File: config.mk
export PLATFORM = sky130hd
export DESIGN_NAME = round_timer
export DESIGN_NICKNAME = d
export VERILOG_FILES = /design/src/rtl/round_timer.sv
export SDC_FILE = /design/constraint.sdc
export NUM_CORES = 1
export LEC_CHECK = 0
export BUFFER_PORTS_ARGS = -buffer_cell sky130_fd_sc_hd__clkbuf_2
export CORE_MARGIN = 2
export CORE_UTILIZATION = 55
export CTS_CLUSTER_DIAMETER = 40
export CTS_CLUSTER_SIZE = 40
export DETAILED_ROUTE_END_ITERATION = 12
export GPL_TIMING_DRIVEN = 0
export HOLD_SLACK_MARGIN = 0.03
export PLACE_DENSITY = 0.76
export SLEW_MARGIN = 20
export SYNTH_ARGS = -nofsm -noshare
export SYNTH_HDL_FRONTEND = slang
export SYNTH_SLANG_ARGS = --single-unit
File: constraint.sdc
create_clock -name pclk -period 15.5 [get_ports pclk]
set_clock_uncertainty 0.1 [all_clocks]
set_input_delay 0.775 -clock pclk [delete_from_list [all_inputs] [get_ports pclk]]
set_output_delay 0.775 -clock pclk [all_outputs]
set_load 0.1 [all_outputs]
File: src/rtl/round_timer.sv
// round_timer: per-round seconds countdown for the game state machine.
// Starts on entry into GAME, ticks once per CLK_FREQ cycles, pulses time_up
// when it reaches zero and freezes if GAME is left early. The remaining
// seconds are also presented as two registered ASCII digits for display.
`timescale 1ns/1ps
module round_timer #(
  parameter int CLK_FREQ  = 75000000,
  parameter int ROUND_SEC = 30
) (
  input  logic       pclk,
  input  logic       rst,
  input  logic [1:0] state,
  output logic       running,
  output logic       tick_1hz,
  output logic [6:0] sec_left,
  output logic       time_up,
  output logic [6:0] ascii_1,
  output logic [6:0] ascii_0
);

  // Prescaler is wide enough to hold CLK_FREQ-1; guard the degenerate width.
  localparam int PW = (CLK_FREQ > 2) ? $clog2(CLK_FREQ) : 1;
  localparam logic [PW-1:0] PRESC_MAX = PW'(CLK_FREQ - 1);
  localparam logic [6:0]    SEC_INIT  = 7'(ROUND_SEC);

  typedef enum logic [1:0] {
    ST_IDLE  = 2'b00,
    ST_WAIT  = 2'b01,
    ST_GAME  = 2'b10,
    ST_SCORE = 2'b11
  } game_state_t;

  game_state_t   state_q, state_d;
  logic          running_q, running_d;
  logic          tick_q, tick_d;
  logic          time_up_q, time_up_d;
  logic [6:0]    sec_q, sec_d;
  logic [PW-1:0] presc_q, presc_d;
  logic [6:0]    ascii1_q, ascii1_d;
  logic [6:0]    ascii0_q, ascii0_d;

  logic in_game;
  logic start;
  logic terminal;

  assign in_game  = (game_state_t'(state) == ST_GAME);
  assign start    = in_game && (state_q != ST_GAME);
  assign terminal = running_q && in_game && (presc_q == PRESC_MAX);

  // Countdown next-state: start reloads, leaving GAME freezes, terminal count decrements.
  always_comb begin
    state_d   = game_state_t'(state);
    running_d = running_q;
    tick_d    = 1'b0;
    time_up_d = 1'b0;
    sec_d     = sec_q;
    presc_d   = presc_q;
    if (start) begin
      // A start always wins, even over a coincident terminal count.
      sec_d     = SEC_INIT;
      presc_d   = '0;
      running_d = 1'b1;
    end else if (running_q && !in_game) begin
      // Abort: stop silently, keep the seconds shown at the time of leaving.
      running_d = 1'b0;
    end else if (terminal) begin
      presc_d = '0;
      tick_d  = 1'b1;
      sec_d   = (sec_q != 7'd0) ? sec_q - 7'd1 : 7'd0;
      if (sec_q <= 7'd1) begin
        time_up_d = 1'b1;
        running_d = 1'b0;
      end
    end else if (running_q) begin
      presc_d = presc_q + 1'b1;
    end
  end

  // Decimal split of sec_left (0..99): tens digit is the number of decade
  // thresholds reached, units is the remainder after removing those decades.
  logic [8:0] decade_ge;
  logic [3:0] tens;
  logic [6:0] units;

  genvar gi;
  generate
    for (gi = 1; gi <= 9; gi++) begin : g_decade
      assign decade_ge[gi-1] = (sec_q >= 7'(gi * 10));
    end
  endgenerate

  // Count reached thresholds and form both ASCII digits.
  always_comb begin
    tens = 4'd0;
    for (int i = 0; i < 9; i++) begin
      tens = tens + 4'(decade_ge[i]);
    end
    units    = sec_q - ({3'b000, tens} * 7'd10);
    ascii1_d = 7'h30 + {3'b000, tens};
    ascii0_d = 7'h30 + units;
  end

  // All state and outputs registered; reset overrides every other event.
  always_ff @(posedge pclk) begin
    if (rst) begin
      state_q   <= ST_IDLE;
      running_q <= 1'b0;
      tick_q    <= 1'b0;
      time_up_q <= 1'b0;
      sec_q     <= 7'd0;
      presc_q   <= '0;
      ascii1_q  <= 7'h30;
      ascii0_q  <= 7'h30;
    end else begin
      state_q   <= state_d;
      running_q <= running_d;
      tick_q    <= tick_d;
      time_up_q <= time_up_d;
      sec_q     <= sec_d;
      presc_q   <= presc_d;
      ascii1_q  <= ascii1_d;
      ascii0_q  <= ascii0_d;
    end
  end

  assign running  = running_q;
  assign tick_1hz = tick_q;
  assign time_up  = time_up_q;
  assign sec_left = sec_q;
  assign ascii_1  = ascii1_q;
  assign ascii_0  = ascii0_q;

endmodule

* Yosys cells after proc, flatten, opt, wreduce, memory -nomap -nowiden
Cells that the tools add are included.
Cells by class: add/sub/neg operators 13, multiply operators 1, divide/modulo/power cells 0, magnitude comparators 10, equal/unequal tests 4, shift-type cells 0, mux-type cells 12, bitwise gates (word level) 2, reductions and logical operators 17
Operators by type and width (number):
- $mux W27 | 2
- $add A27 B1 Y27 const B | 1
- $eq A27 B27 Y1 const B | 1
- $ge A7 B6 Y1 const B | 3
- $ge A7 B7 Y1 const B | 3
- $add A4 B1 Y4 | 5
- $mux W5 | 3
- $ge A7 B5 Y1 const B | 2
- $reduce_and A2 Y1 | 4
- $add A6 B4 Y7 const A | 1
- $add A6 B7 Y7 const A | 1
- $ge A7 B4 Y1 const B | 1
- $le A7 B1 Y1 const B | 1
- $mux W7 | 1
- $reduce_bool A7 Y1 | 1
- $sub A7 B1 Y7 const B | 1
- $sub A7 B7 Y7 | 1
- $mul A4 B3 Y6 const B | 1
- $mux W1 | 6
- $reduce_bool A3 Y1 | 2
- $add A3 B1 Y4 | 1
- $logic_and A1 B1 Y1 | 4
- $ne A2 B2 Y1 const B | 2
- $reduce_bool A2 Y1 | 2
- other kinds (8) | 9
Word-level totals: register bits after elaboration 53, bits in latches 0, RAM bits 0, ROM bits 0, input bits 4, output and inout port bits 24, memories kept 0

* Longest topological paths before layout
Gate-level depths: netlist of run 1.
depth after elaboration 12, depth in mapped cells 25

* Worst setup path before layout of run 1
OpenSTA, ideal clock, no wires.
kind flip-flop to flip-flop, start register sec_q[3] (netlist: sec_left[3]), end register ascii0_q[6] (netlist: ascii_0[6]), library setup time 0.072 ns, arrival 6.119 ns, data required time 15.328 ns, slack 9.210 ns, cell stages (with the launch flop) 22, path through dfxtp_1 clkbuf_1 or2_2 a21o_1 fa_1 fa_1 inv_1 fa_1 fa_1 inv_1 fa_1 ha_1 ha_1 inv_1 fa_1 inv_1 ha_1 inv_1 ha_1 or2_2 a21o_1 mux2i_1
Between the ends: longest elaborated chain between the ends 12, elaborated cells between the ends (all ways) 20, classes of those cells add/sub: 10; mul: 1; order compare: 9
RTL lines:
- start: declaration | RTL line 37 | logic [6:0] sec_q, sec_d;
- start signal: assignment | RTL line 110 | sec_q <= 7'd0;
- start signal: assignment | RTL line 119 | sec_q <= sec_d;
- $ge A7 B4 Y1 or $ge A7 B5 Y1 (tied branches) | RTL line 88 | assign decade_ge[gi-1] = (sec_q >= 7'(gi * 10));
- $add A1 B1 Y2 | RTL line 96 | tens = tens + 4'(decade_ge[i]);
- $add A2 B1 Y3 | RTL line 96
- $add A3 B1 Y4 | RTL line 96
- $add A4 B1 Y4 (5 in series) | RTL line 96
- $mul A4 B3 Y6 | RTL line 98 | units = sec_q - ({3'b000, tens} * 7'd10);
- $sub A7 B7 Y7 (*) | RTL line 98
- $add A6 B7 Y7 (*) | RTL line 100 | ascii0_d = 7'h30 + units;
- end signal: assignment | RTL line 122 | ascii0_q <= ascii0_d;
- end: declaration | RTL line 40 | logic [6:0] ascii0_q, ascii0_d;
Every way passes the cells marked *; elsewhere a longest branch is shown, timed or not. A chain may end at the register's enable or synchronous reset.

* Worst setup path after layout of run 1
start register sec_q[0] (netlist: sec_left[0]), end register ascii0_q[6] (netlist: ascii_0[6])
Same word-level chain as after synthesis.

==> results.tsv, run 1 <==
stage	metric	value	unit
clocking	cts_tree	done	
clocking	clk_latency	0.30	ns
critical_path	cp_max_fo	6	
sta	whs	0.393	ns
final_layout	fillCellCount	465	
final_layout	area_growth_syn_to_layout	10.7	%
yosys	avgSynthCellArea	8.86	µm²
drt	wl_per_cell	14.9	µm
place	placedCellCount	436	
power_and_ir_drop	ir_worst_vdd	0.0550	mV
final_layout	instances_no_fill	443	
critical_path	critPathLaunchType	flip-flop	
sta	period_share	39.3	%
grt	grt_max_degree	15	
clocking	cts_root_buf	clkbuf_8	
sta	setup_violations	0	
yosys	synth_warnings	0	
floorplanning	die_x	78.1	µm
clocking	ctsHoldBuffers	0	
drt	drc	0	
critical_path	required	15.64	ns
drt	drt_wl_total	6.59	mm
sta	slew_viol_final	0	
place	port_buffers	24	
final_layout	drive_gt1_share	14.5	%
final_layout	final_core_util	64.3	%
floorplanning	initial_core_util	58.1	%
yosys	ys_ff_latch	50	
final_layout	nets	401	
floorplanning	die_h	78.1	µm
drt	viasPerCell	5.89	
grt	grt_pass1_wl	10.8	mm
final_layout	antennaDiodeCount	0	
critical_path	worst-setup-path-type	flip-flop to flip-flop	
clocking	cts_made_buffers	5	
yosys	yosys_most_used_dff	dfxtp_1	
sta	rsz0062_at_grt	false	
place	gp_congestion	0.888	
yosys	yosysUniqueCellTypes	58	
sta	period_minus_slack	6.09	ns
yosys	syn_area	3020	µm²
drt	dr.pass1.iters	5	
clocking	clock-sinks	50	
sta	final.setup.tns	0	ns
clocking	ctsHtreeMaxLevel	2	
clocking	cts.clk_slew.worst_paths	0.09	ns
clocking	post_cts_buffers	0	
floorplanning	die-area	6100	µm²
yosys	synthCells	341	
floorplanning	rows	26	
clocking	cts_resized	0	
power_and_ir_drop	leakage	0.00137	µW
sta	hold_viol_final	0	
place	dp_hpwl	4.92	mm
sta	tightest_slew	0.627	ns
critical_path	cp-end-kind	flip-flop	
sta	max_freq	164	MHz
drt	num_vias	2609	
grt	track_usage	22.0	%
min_path	hp-class	flip-flop to flip-flop	
critical_path	cp.arrival	6.22	ns
power_and_ir_drop	power_density	87.3	nW/µm²
drt	drtIter0Drc	136	
status	run_status	complete, no violations	
final_layout	fin_area	3350	µm²
place	place_area	3230	µm²
floorplanning	io-pin-count	28	
sta	relSlewSlack	57.9	%
yosys	async_reset_ff_share	0	%
yosys	synth_edf_count	0	
clocking	clk_path_buf_depth	2	
grt	grt_antenna_before_repair	0	
job	drv_cap	0	
floorplanning	core-area	5200	µm²
grt	overflow	0	
yosys	synth_seq_area_share	33.1	%
grt	grt_pass1_vias	2363	
drt	postRouteAntennaNets	0	
[stage by stage]
| stage | worst slack, ns | power [µW] |
|---|---|---|
| after detailed placement | 9.40 | 201 |
| final | 9.41 | 292 |
| after CTS | 9.40 | 293 |
| after global placement | 9.52 | 200 |
| after floorplan | 9.21 | 190 |
| after global routing | 9.09 | 303 |
[cell usage after synthesis, types with 3 or more instances]
cell	count	area (µm²)
nand4_4	4	85.1
nand3_1	11	55.1
a21o_1	3	22.5
nand4_1	8	50.1
or3_1	9	56.3
nor4_1	4	25.0
inv_1	23	86.3
ha_1	17	213
or4_1	11	82.6
xor2_1	8	70.1
nor2_1	24	90.1
o31ai_1	10	75.1
a311oi_1	5	43.8
and3_1	3	18.8
and2_1	3	18.8
clkbuf_1	6	22.5
nor3_1	4	20.0
nand2_1	17	63.8
dfxtp_1	50	1000
xnor2_1	4	35.0
and4_1	7	61.3
o21ai_0	19	95.1
mux2i_1	4	40.0
buf_4	4	30.0
nor2b_1	7	43.8
fa_1	7	140
buf_2	4	20.0
a21oi_1	23	115
[where the power goes]
group	internal (µW)	switching, µW	leakage, µW	total, µW
registers	132	2.00	0.000406	134
logic	14.8	48.9	0.000910	63.6
clock network	51.7	42.4	0.0000573	94.1
[metal layers]
metal,share of wire (%),global-route usage [%],up-vias,wire length (µm)
li1,-,-,1313,-
met1,49,30.2,1238,3260
met2,46,36.1,49,3000
met3,3.8,3.91,9,247
met4,1.2,5.44,0,77
met5,0,0,-,0
[cells by family after synthesis]
group                      count (synthesis)  share of synthesized area [%]
and+or+nand+nor                          131                           27.7
xor gates and xnor gates                  12                           3.48
DFF                                       50                           33.1
muxes                                      4                           1.33
AOI/OAI and AO/OA                         79                           16.6
other                                      2                          0.249
adders and majority gates                 24                           11.7
buffers and inverters                     39                           5.80
[cell type report]
type / instances / area, µm² / share of cell area [%]
multi-input cells: 253 / 1850 / 55.3
repair buffers: 24 / 120 / 3.59
clock buffers: 6 / 82.6 / 2.47
well taps: 70 / 87.6 / 2.62
inverters: 23 / 86.3 / 2.58
flip-flops and latches: 50 / 1000 / 29.9
clock inverters: 1 / 30.0 / 0.898
plain buffers: 16 / 88.8 / 2.66
[cells in the final DEF, fill, tap and decap left out, types with 3 or more instances in the layout]
master,n
o21ai_0,19
nor3_1,4
fa_1,7
and3_1,3
xnor2_1,4
dfxtp_1,50
nand4_1,8
buf_2,4
nor2_1,24
nor2b_1,7
a21o_1,3
or4_1,11
conb_1,3
mux2i_1,4
inv_1,23
a311oi_1,5
clkbuf_1,6
nand2_1,17
and4_1,7
a21oi_1,23
ha_1,17
or3_1,9
nand3_1,11
o31ai_1,10
clkbuf_2,25
and2_1,3
nor4_1,4
nand4_4,4
buf_4,4
xor2_1,8
clkbuf_8,6
[final timing paths]
kind | from | endpoint | slack, ns | depth (start not counted)
hold reg to reg | presc_q[1]$_SDFFE_PP0P_ | presc_q[1]$_SDFFE_PP0P_ | 0.39 | 2
hold / removal | presc_q[1]$_SDFFE_PP0P_ | presc_q[1]$_SDFFE_PP0P_ | 0.39 | 2
setup reg to reg | sec_left[0]$_SDFFE_PP0P_ | ascii_0[6]$_SDFF_PP0_ | 9.41 | 22
setup / recovery | sec_left[0]$_SDFFE_PP0P_ | ascii_0[6]$_SDFF_PP0_ | 9.41 | 22
[registers in the layout, indices dropped and copies added, names as in the netlist]
signal and flops:
time_up 1, ascii_0 7, state_q 2, running 1, tick_1hz 1, presc_q 27, ascii_1 4, sec_left 7
[worst max-delay path, cell delays in order, from the launching register on]
cell and delay, ns:
dfxtp_1 0.41, inv_1 0.12, ha_1 0.21, o31ai_1 0.20
nand3_1 0.15, fa_1 0.54, fa_1 0.55, inv_1 0.05
fa_1 0.50, fa_1 0.46, inv_1 0.08, fa_1 0.43
ha_1 0.31, ha_1 0.14, inv_1 0.05, fa_1 0.48
inv_1 0.04, ha_1 0.26, inv_1 0.04, ha_1 0.31
or2_2 0.31, a21o_1 0.18, mux2i_1 0.11
Note: power is estimated with default switching activity, not from simulation.
==> run 2, diff against run 1 <==
CORE_UTILIZATION = 54   (was 55)
PLACE_DENSITY = 0.77   (was 0.76)
clock period = 5.45 ns   (was 15.5 ns; I/O delays follow)
==> run 2 against run 1 <==
- critical endpoint unchanged
- setup slack got worse by 9.4 ns
- critical path type unchanged
- routed wire length increased by 7.8%
- utilization increased by 0.66 points
- clock power increased to 3.2 times the previous value
- maximum frequency increased by 11%
- final cell count increased by 2.3%
- power increased to 3.0 times the previous value
- combinational power increased to 3.0 times the previous value
- non-clock buffer count increased by 7
- sequential power increased to 2.9 times the previous value
- highest routed layer unchanged
- register-to-register slack got worse by 9.4 ns
- die area increased by 1.8%
- the flow now finishes with violations (setup timing)
==> results.tsv, run 2 (same netlist as run 1, synthesis figures left out) <==
stage	metric	value	unit
status	run_status	finished, violations left	
status	violations	setup timing	
critical_path	crit_top_cell	fa_1	
critical_path	required	5.58	ns
place	port_buffers	24	
drt	num_vias	2674	
critical_path	cp_slowest_cell	fa_1	
place	gp_congestion	0.899	
final_layout	fin_area	3530	µm²
critical_path	r2r_slack	-0.02	ns
clocking	cts.clk_slew.worst_paths	0.09	ns
place	place_ws	-0.269	ns
drt	dr.pass1.iters	4	
grt	grt_pass1_vias	2520	
sta	tightest_slew	0.626	ns
place	dp_hpwl	5.15	mm
grt	track_usage	23.7	%
drt	postRouteAntennaNets	0	
clocking	cts_root_buf	clkbuf_8	
floorplanning	die_x	78.8	µm
clocking	clk_latency	0.30	ns
grt	overflow	0	
drt	drt_wl_total	7.10	mm
final_layout	largest_register_ffs	27	
drt	drtIter0Drc	176	
sta	rsz0062_at_grt	true	
final_layout	fillCellCount	482	
grt	grt_pass1_wl	11.8	mm
final_layout	regMostFlops	presc_q	
clocking	ctsHoldBuffers	0	
critical_path	cp.arrival	5.60	ns
critical_path	worstPathCellList	or2_4 > a21o_1 > fa_1 > fa_1 > inv_1 > fa_1 > fa_2 > inv_2 > fa_1 > ha_1 > ha_2 > inv_2 > fa_1 > inv_1 > ha_1 > inv_2 > ha_4 > or2_4 > a21o_1 > mux2i_1	
critical_path	critPathLaunchType	flip-flop	
floorplanning	die_h	78.8	µm
critical_path	path_delay_family	adder cells	
clocking	ctsHtreeMaxLevel	2	
sta	final.setup.tns	-0.0242	ns
grt	grt_max_degree	16	
clocking	cts_made_buffers	5	
power_and_ir_drop	ir_worst_vdd	0.161	mV
final_layout	drive_gt1_share	22.6	%
power_and_ir_drop	leakage	0.00145	µW
critical_path	cp_slowest_stage_delay	0.51	ns
drt	viasPerCell	5.90	
floorplanning	rows	27	
sta	setup_ws	-0.0242	ns
floorplanning	die-area	6210	µm²
sta	relSlewSlack	58.0	%
grt	grt_antenna_before_repair	0	
final_layout	mostFrequentLayoutCell	dfxtp_1	
sta	hold_viol_final	0	
drt	wl_per_cell	15.7	µm
final_layout	antennaDiodeCount	0	
sta	setup_violations	1	
min_path	hp-class	primary input to flip-flop	
critical_path	worst-path-buf-inv	5	
sta	period_minus_slack	5.47	ns
critical_path	cp-end-kind	flip-flop	
clocking	cts_tree	done	
final_layout	area_growth_syn_to_layout	16.9	%
clocking	clock-sinks	50	
job	drv_cap	0	
sta	period_share	100	%
critical_path	worst-setup-path-type	flip-flop to flip-flop	
clocking	clk_path_buf_depth	2	
place	place_area	3300	µm²
sta	slew_viol_final	0	
critical_path	cp_max_fo	11	
sta	max_freq	183	MHz
floorplanning	initial_core_util	55.6	%
floorplanning	core-area	5440	µm²
final_layout	mostFrequentLayoutCells	43 x dfxtp_1, 25 x clkbuf_2, 23 x nor2_1, 23 x a21oi_1, 19 x inv_1	
floorplanning	io-pin-count	28	
final_layout	nets	408	
drt	drc	0	
power_and_ir_drop	power_density	248	nW/µm²
[run 2: changes by cell type in the layout (fill, tap and decap cells not counted), sizes merged]
cell | previous run | this run
buf | 9 | 21
clkbuf | 37 | 31
bufinv | 1 | 2
clkinv | 0 | 1
[run 2: routing by layer]
| metal | track usage [%] | wire, µm | vias to the layer above |
|---|---|---|---|
| met4 | 6.67 | 82 | 0 |
| met5 | 0 | 0 | - |
| met3 | 3.41 | 213 | 7 |
| met2 | 42.1 | 3640 | 52 |
| met1 | 29.8 | 3170 | 1284 |
| li1 | - | - | 1331 |
[run 2: final cells by class]
cell class / count / area [µm²] / share of cell area [%]
plain buffers: 11 / 70.1 / 1.98
clock buffers: 5 / 68.8 / 1.95
clock inverters: 3 / 63.8 / 1.81
inverters: 23 / 88.8 / 2.52
multi-input cells: 253 / 1910 / 54.2
flip-flops and latches: 50 / 1030 / 29.1
well taps: 72 / 90.1 / 2.55
repair buffers: 36 / 210 / 5.95
[run 2: what timing repair did]
action	4_1_cts	5_1_grt
gates resized for setup	4	12
endpoints found under the setup margin	2	2
pin swaps	1	4
setup buffers	1	11
gates cloned	0	0
[run 2: path summary, 6_finish.rpt]
kind | startpoint | endpoint | depth (start not counted)
hold reg to reg | presc_q[1]$_SDFFE_PP0P_ | presc_q[1]$_SDFFE_PP0P_ | 2
hold / removal | rst | sec_left[3]$_SDFFE_PP0P_ | 2
setup / recovery | sec_left[3]$_SDFFE_PP0P_ | ascii_0[6]$_SDFF_PP0_ | 20
setup reg to reg | sec_left[3]$_SDFFE_PP0P_ | ascii_0[6]$_SDFF_PP0_ | 20
[run 2: through the flow]
stage | total power, µW | hold WS, ns | utilization, % | std cells
floorplan | 541 | 0.235 | - | 342
global placement | 569 | 0.361 | 60.7 | 438
detailed placement | 574 | 0.374 | 60.7 | 438
CTS | 877 | 0.133 | 63.4 | 447
global route | 910 | 0.139 | 64.9 | 453
finish | 875 | 0.151 | 64.9 | 453
[run 2: worst reg2reg max path: stages, from the launching register on]
cell     delay (ns)
dfxtp_4        0.40
or2_4          0.25
a21o_1         0.19
fa_1           0.48
fa_1           0.51
inv_1          0.05
fa_1           0.46
fa_2           0.36
inv_2          0.06
fa_1           0.43
ha_1           0.30
ha_2           0.16
inv_2          0.03
fa_1           0.47
inv_1          0.05
ha_1           0.29
inv_2          0.07
ha_4           0.19
or2_4          0.23
a21o_1         0.15
mux2i_1        0.17
[run 2: power breakdown]
group	leakage [µW]	switching (µW)	total [µW]	internal [µW]
registers	0.000411	8.39	383	374
clock network	0.0000658	122	304	182
logic	0.000969	139	189	49.0
total	0.00145	270	875	605
==> run 3, diff against run 2 <==
BUFFER_PORTS_ARGS = unset   (was -buffer_cell sky130_fd_sc_hd__clkbuf_2)
CORE_UTILIZATION = 55   (was 54)
DONT_BUFFER_PORTS = 1   (was unset)
PLACE_DENSITY = 0.74   (was 0.77)
REMOVE_ABC_BUFFERS = 1   (was unset)
==> run 3 against run 2 <==
- the run still ends with setup timing left
- sequential share of layout area rose by 2.1 points
- routed wire length fell by 5.2%
- register-to-register slack got worse by 0.32 ns
- non-clock buffer count fell by 38
- die area fell by 1.7%
- sequential power rose by 20%
- count of clock-buffer cells in the layout did not move
- combinational power fell by 50%
- sequential cell count did not move
- final cell count fell by 9.1%
- first-iteration DRC count rose by 1.7%
- critical path type unchanged
==> results.tsv, run 3 (same netlist as run 1, synthesis figures left out) <==
stage	metric	value	unit
final_layout	largest_register_ffs	27	
grt	grt_max_degree	15	
critical_path	r2r_slack	-0.35	ns
critical_path	cp-end-kind	flip-flop	
floorplanning	io-pin-count	28	
min_path	worstHoldStart	rst	
final_layout	instances_no_fill	412	
final_layout	seqCellArea	1020	µm²
place	gp_congestion	0.812	
job	drv_cap	0	
critical_path	critPathLaunchType	flip-flop	
sta	relSlewSlack	31.3	%
critical_path	r2r_start	sec_left[0]$_SDFFE_PP0P_	
sta	period_share	106	%
final_layout	multi_input_area	1920	µm²
drt	postRouteAntennaNets	0	
drt	drc	0	
final_layout	fin_area	3280	µm²
critical_path	crit_top_cell	fa_1	
grt	overflow	0	
critical_path	cp_slowest_stage_delay	0.59	ns
final_layout	mostFrequentLayoutCells	43 x dfxtp_1, 24 x nor2_1, 23 x a21oi_1, 18 x inv_1, 17 x nand2_1	
drt	viasPerCell	6.17	
sta	max_freq	172	MHz
floorplanning	rows	26	
power_and_ir_drop	clockPowerShare	27.3	%
place	dp_hpwl	4.70	mm
sta	period_minus_slack	5.80	ns
sta	whs	0.0492	ns
status	violations	setup timing	
drt	dr.pass1.iters	4	
floorplanning	die_h	78.1	µm
clocking	cts.clk_slew.worst_paths	0.09	ns
sta	setup_violations	2	
final_layout	mostFrequentLayoutCell	dfxtp_1	
final_layout	area_growth_syn_to_layout	8.57	%
floorplanning	core-area	5200	µm²
drt	num_vias	2542	
place	port_buffers	0	
critical_path	worst-setup-path-type	flip-flop to flip-flop	
sta	hold_viol_final	0	
grt	grt_pass1_vias	2368	
floorplanning	die-area	6100	µm²
clocking	ctsHtreeMaxLevel	2	
critical_path	worstPathCellList	inv_4 > ha_4 > o31ai_2 > nand3_1 > fa_1 > fa_1 > inv_1 > fa_1 > fa_2 > inv_2 > fa_1 > ha_1 > ha_2 > inv_2 > fa_1 > inv_2 > ha_4 > inv_2 > ha_4 > buf_4 > buf_6 > nor3b_2 > o21ai_1	
final_layout	antennaDiodeCount	0	
status	run_status	finished, violations left	
place	place_area	3050	µm²
drt	drtIter0Drc	179	
sta	rsz0062_at_grt	true	
sta	slew_viol_final	0	
min_path	worstHoldEndpoint	ascii_0[6]$_SDFF_PP0_	
power_and_ir_drop	power.total	764	µW
clocking	cts_root_buf	clkbuf_8	
grt	grt_pass1_wl	11.6	mm
place	placedCellCount	397	
clocking	cts_made_buffers	5	
floorplanning	initial_core_util	58.1	%
final_layout	regMostFlops	presc_q	
power_and_ir_drop	leakage	0.00125	µW
power_and_ir_drop	power_density	233	nW/µm²
drt	drt_wl_total	6.73	mm
critical_path	r2r_cells	23	
critical_path	path_delay_family	adder cells	
final_layout	fillCellCount	447	
min_path	hold_depth	2	
final_layout	nets	370	
critical_path	cp.arrival	5.90	ns
power_and_ir_drop	p_seq_share	60.4	%
clocking	cts_tree	done	
floorplanning	die_x	78.1	µm
critical_path	cp_slowest_cell	dfxtp_4	
clocking	clk_latency	0.31	ns
power_and_ir_drop	switchingPower	265	µW
clocking	clock-sinks	50	
critical_path	worst-path-buf-inv	8	
critical_path	required	5.55	ns
power_and_ir_drop	ir_worst_vdd	0.129	mV
clocking	clk_path_buf_depth	2	
power_and_ir_drop	switching_share	34.7	%
drt	wl_per_cell	16.3	µm
sta	tightest_slew	1.03	ns
critical_path	cp_max_fo	6	
min_path	hp-class	primary input to flip-flop	
grt	track_usage	23.5	%
power_and_ir_drop	combPwrFrac	12.4	%
critical_path	reg2reg_to	ascii_0[5]$_SDFF_PP1_	
final_layout	drive_gt1_share	14.0	%
sta	setup_ws	-0.349	ns
power_and_ir_drop	p_int	499	µW
grt	grt_antenna_before_repair	0	
final_layout	final_core_util	63.0	%
[run 3: cell types whose count changed in the layout (fill, tap and decap cells not counted), sizes merged]
cell         previous run  this run
buf                    21         6
bufinv                  2         0
clkbuf                 31         5
clkinv                  1         2
dlygate4sd3             0         3
[run 3: power groups by stage]
| stage | clock network [µW] | registers (µW) | logic (µW) |
|---|---|---|---|
| 2_1_floorplan | 0 | 467 | 69.4 |
| 3_3_place_gp | 0 | 470 | 81.7 |
| 3_5_place_dp | 0 | 471 | 85.4 |
| 4_1_cts | 214 | 462 | 90.5 |
| 5_1_grt | 229 | 463 | 107 |
| 6_report | 208 | 461 | 94.7 |
[run 3: cell type report]
class | count | share of cell area [%]
Tap cell | 70 | 2.67
Sequential cell | 50 | 31.2
Clock buffer | 5 | 2.10
Clock inverter | 2 | 0.305
Multi-Input combinational cell | 253 | 58.5
Timing Repair Buffer | 9 | 2.52
Inverter | 23 | 2.71
[run 3: how the worst max path moves through the flow]
stage	startpoint	to	cells after the start
5_1_grt	sec_left[0]$_SDFFE_PP0P_	ascii_0[6]$_SDFF_PP0_	22
4_1_cts	sec_left[0]$_SDFFE_PP0P_	ascii_0[6]$_SDFF_PP0_	22
2_1_floorplan	sec_left[0]$_SDFFE_PP0P_	ascii_0[6]$_SDFF_PP0_	22
3_3_place_gp	sec_left[0]$_SDFFE_PP0P_	ascii_0[6]$_SDFF_PP0_	22
3_5_place_dp	sec_left[0]$_SDFFE_PP0P_	ascii_0[6]$_SDFF_PP0_	22
6_report	sec_left[0]$_SDFFE_PP0P_	ascii_0[5]$_SDFF_PP1_	23
[run 3: through the flow]
stage          setup TNS, ns  setup slack, ns
6_report              -0.689           -0.349
3_3_place_gp           -4.08            -1.42
5_1_grt                -1.21           -0.594
3_5_place_dp           -4.44            -1.53
4_1_cts               -0.482           -0.305
2_1_floorplan          -2.60            -1.13
[run 3: metal layers]
layer  up-vias  GRT usage [%]  part of all wire (%)
li1       1257              -                     -
met5         -              0                     0
met1      1203           33.4                    47
met4         0           5.96                   1.5
met3        12           4.37                   4.9
met2        70           36.8                    47
[run 3: what timing repair did]
action,in CTS,in global routing
resized for setup,22,6
setup endpoints to repair,5,3
hold buffers,3,0
buffers inserted,3,2
pin swaps,15,2
endpoints found under the hold margin,13,0
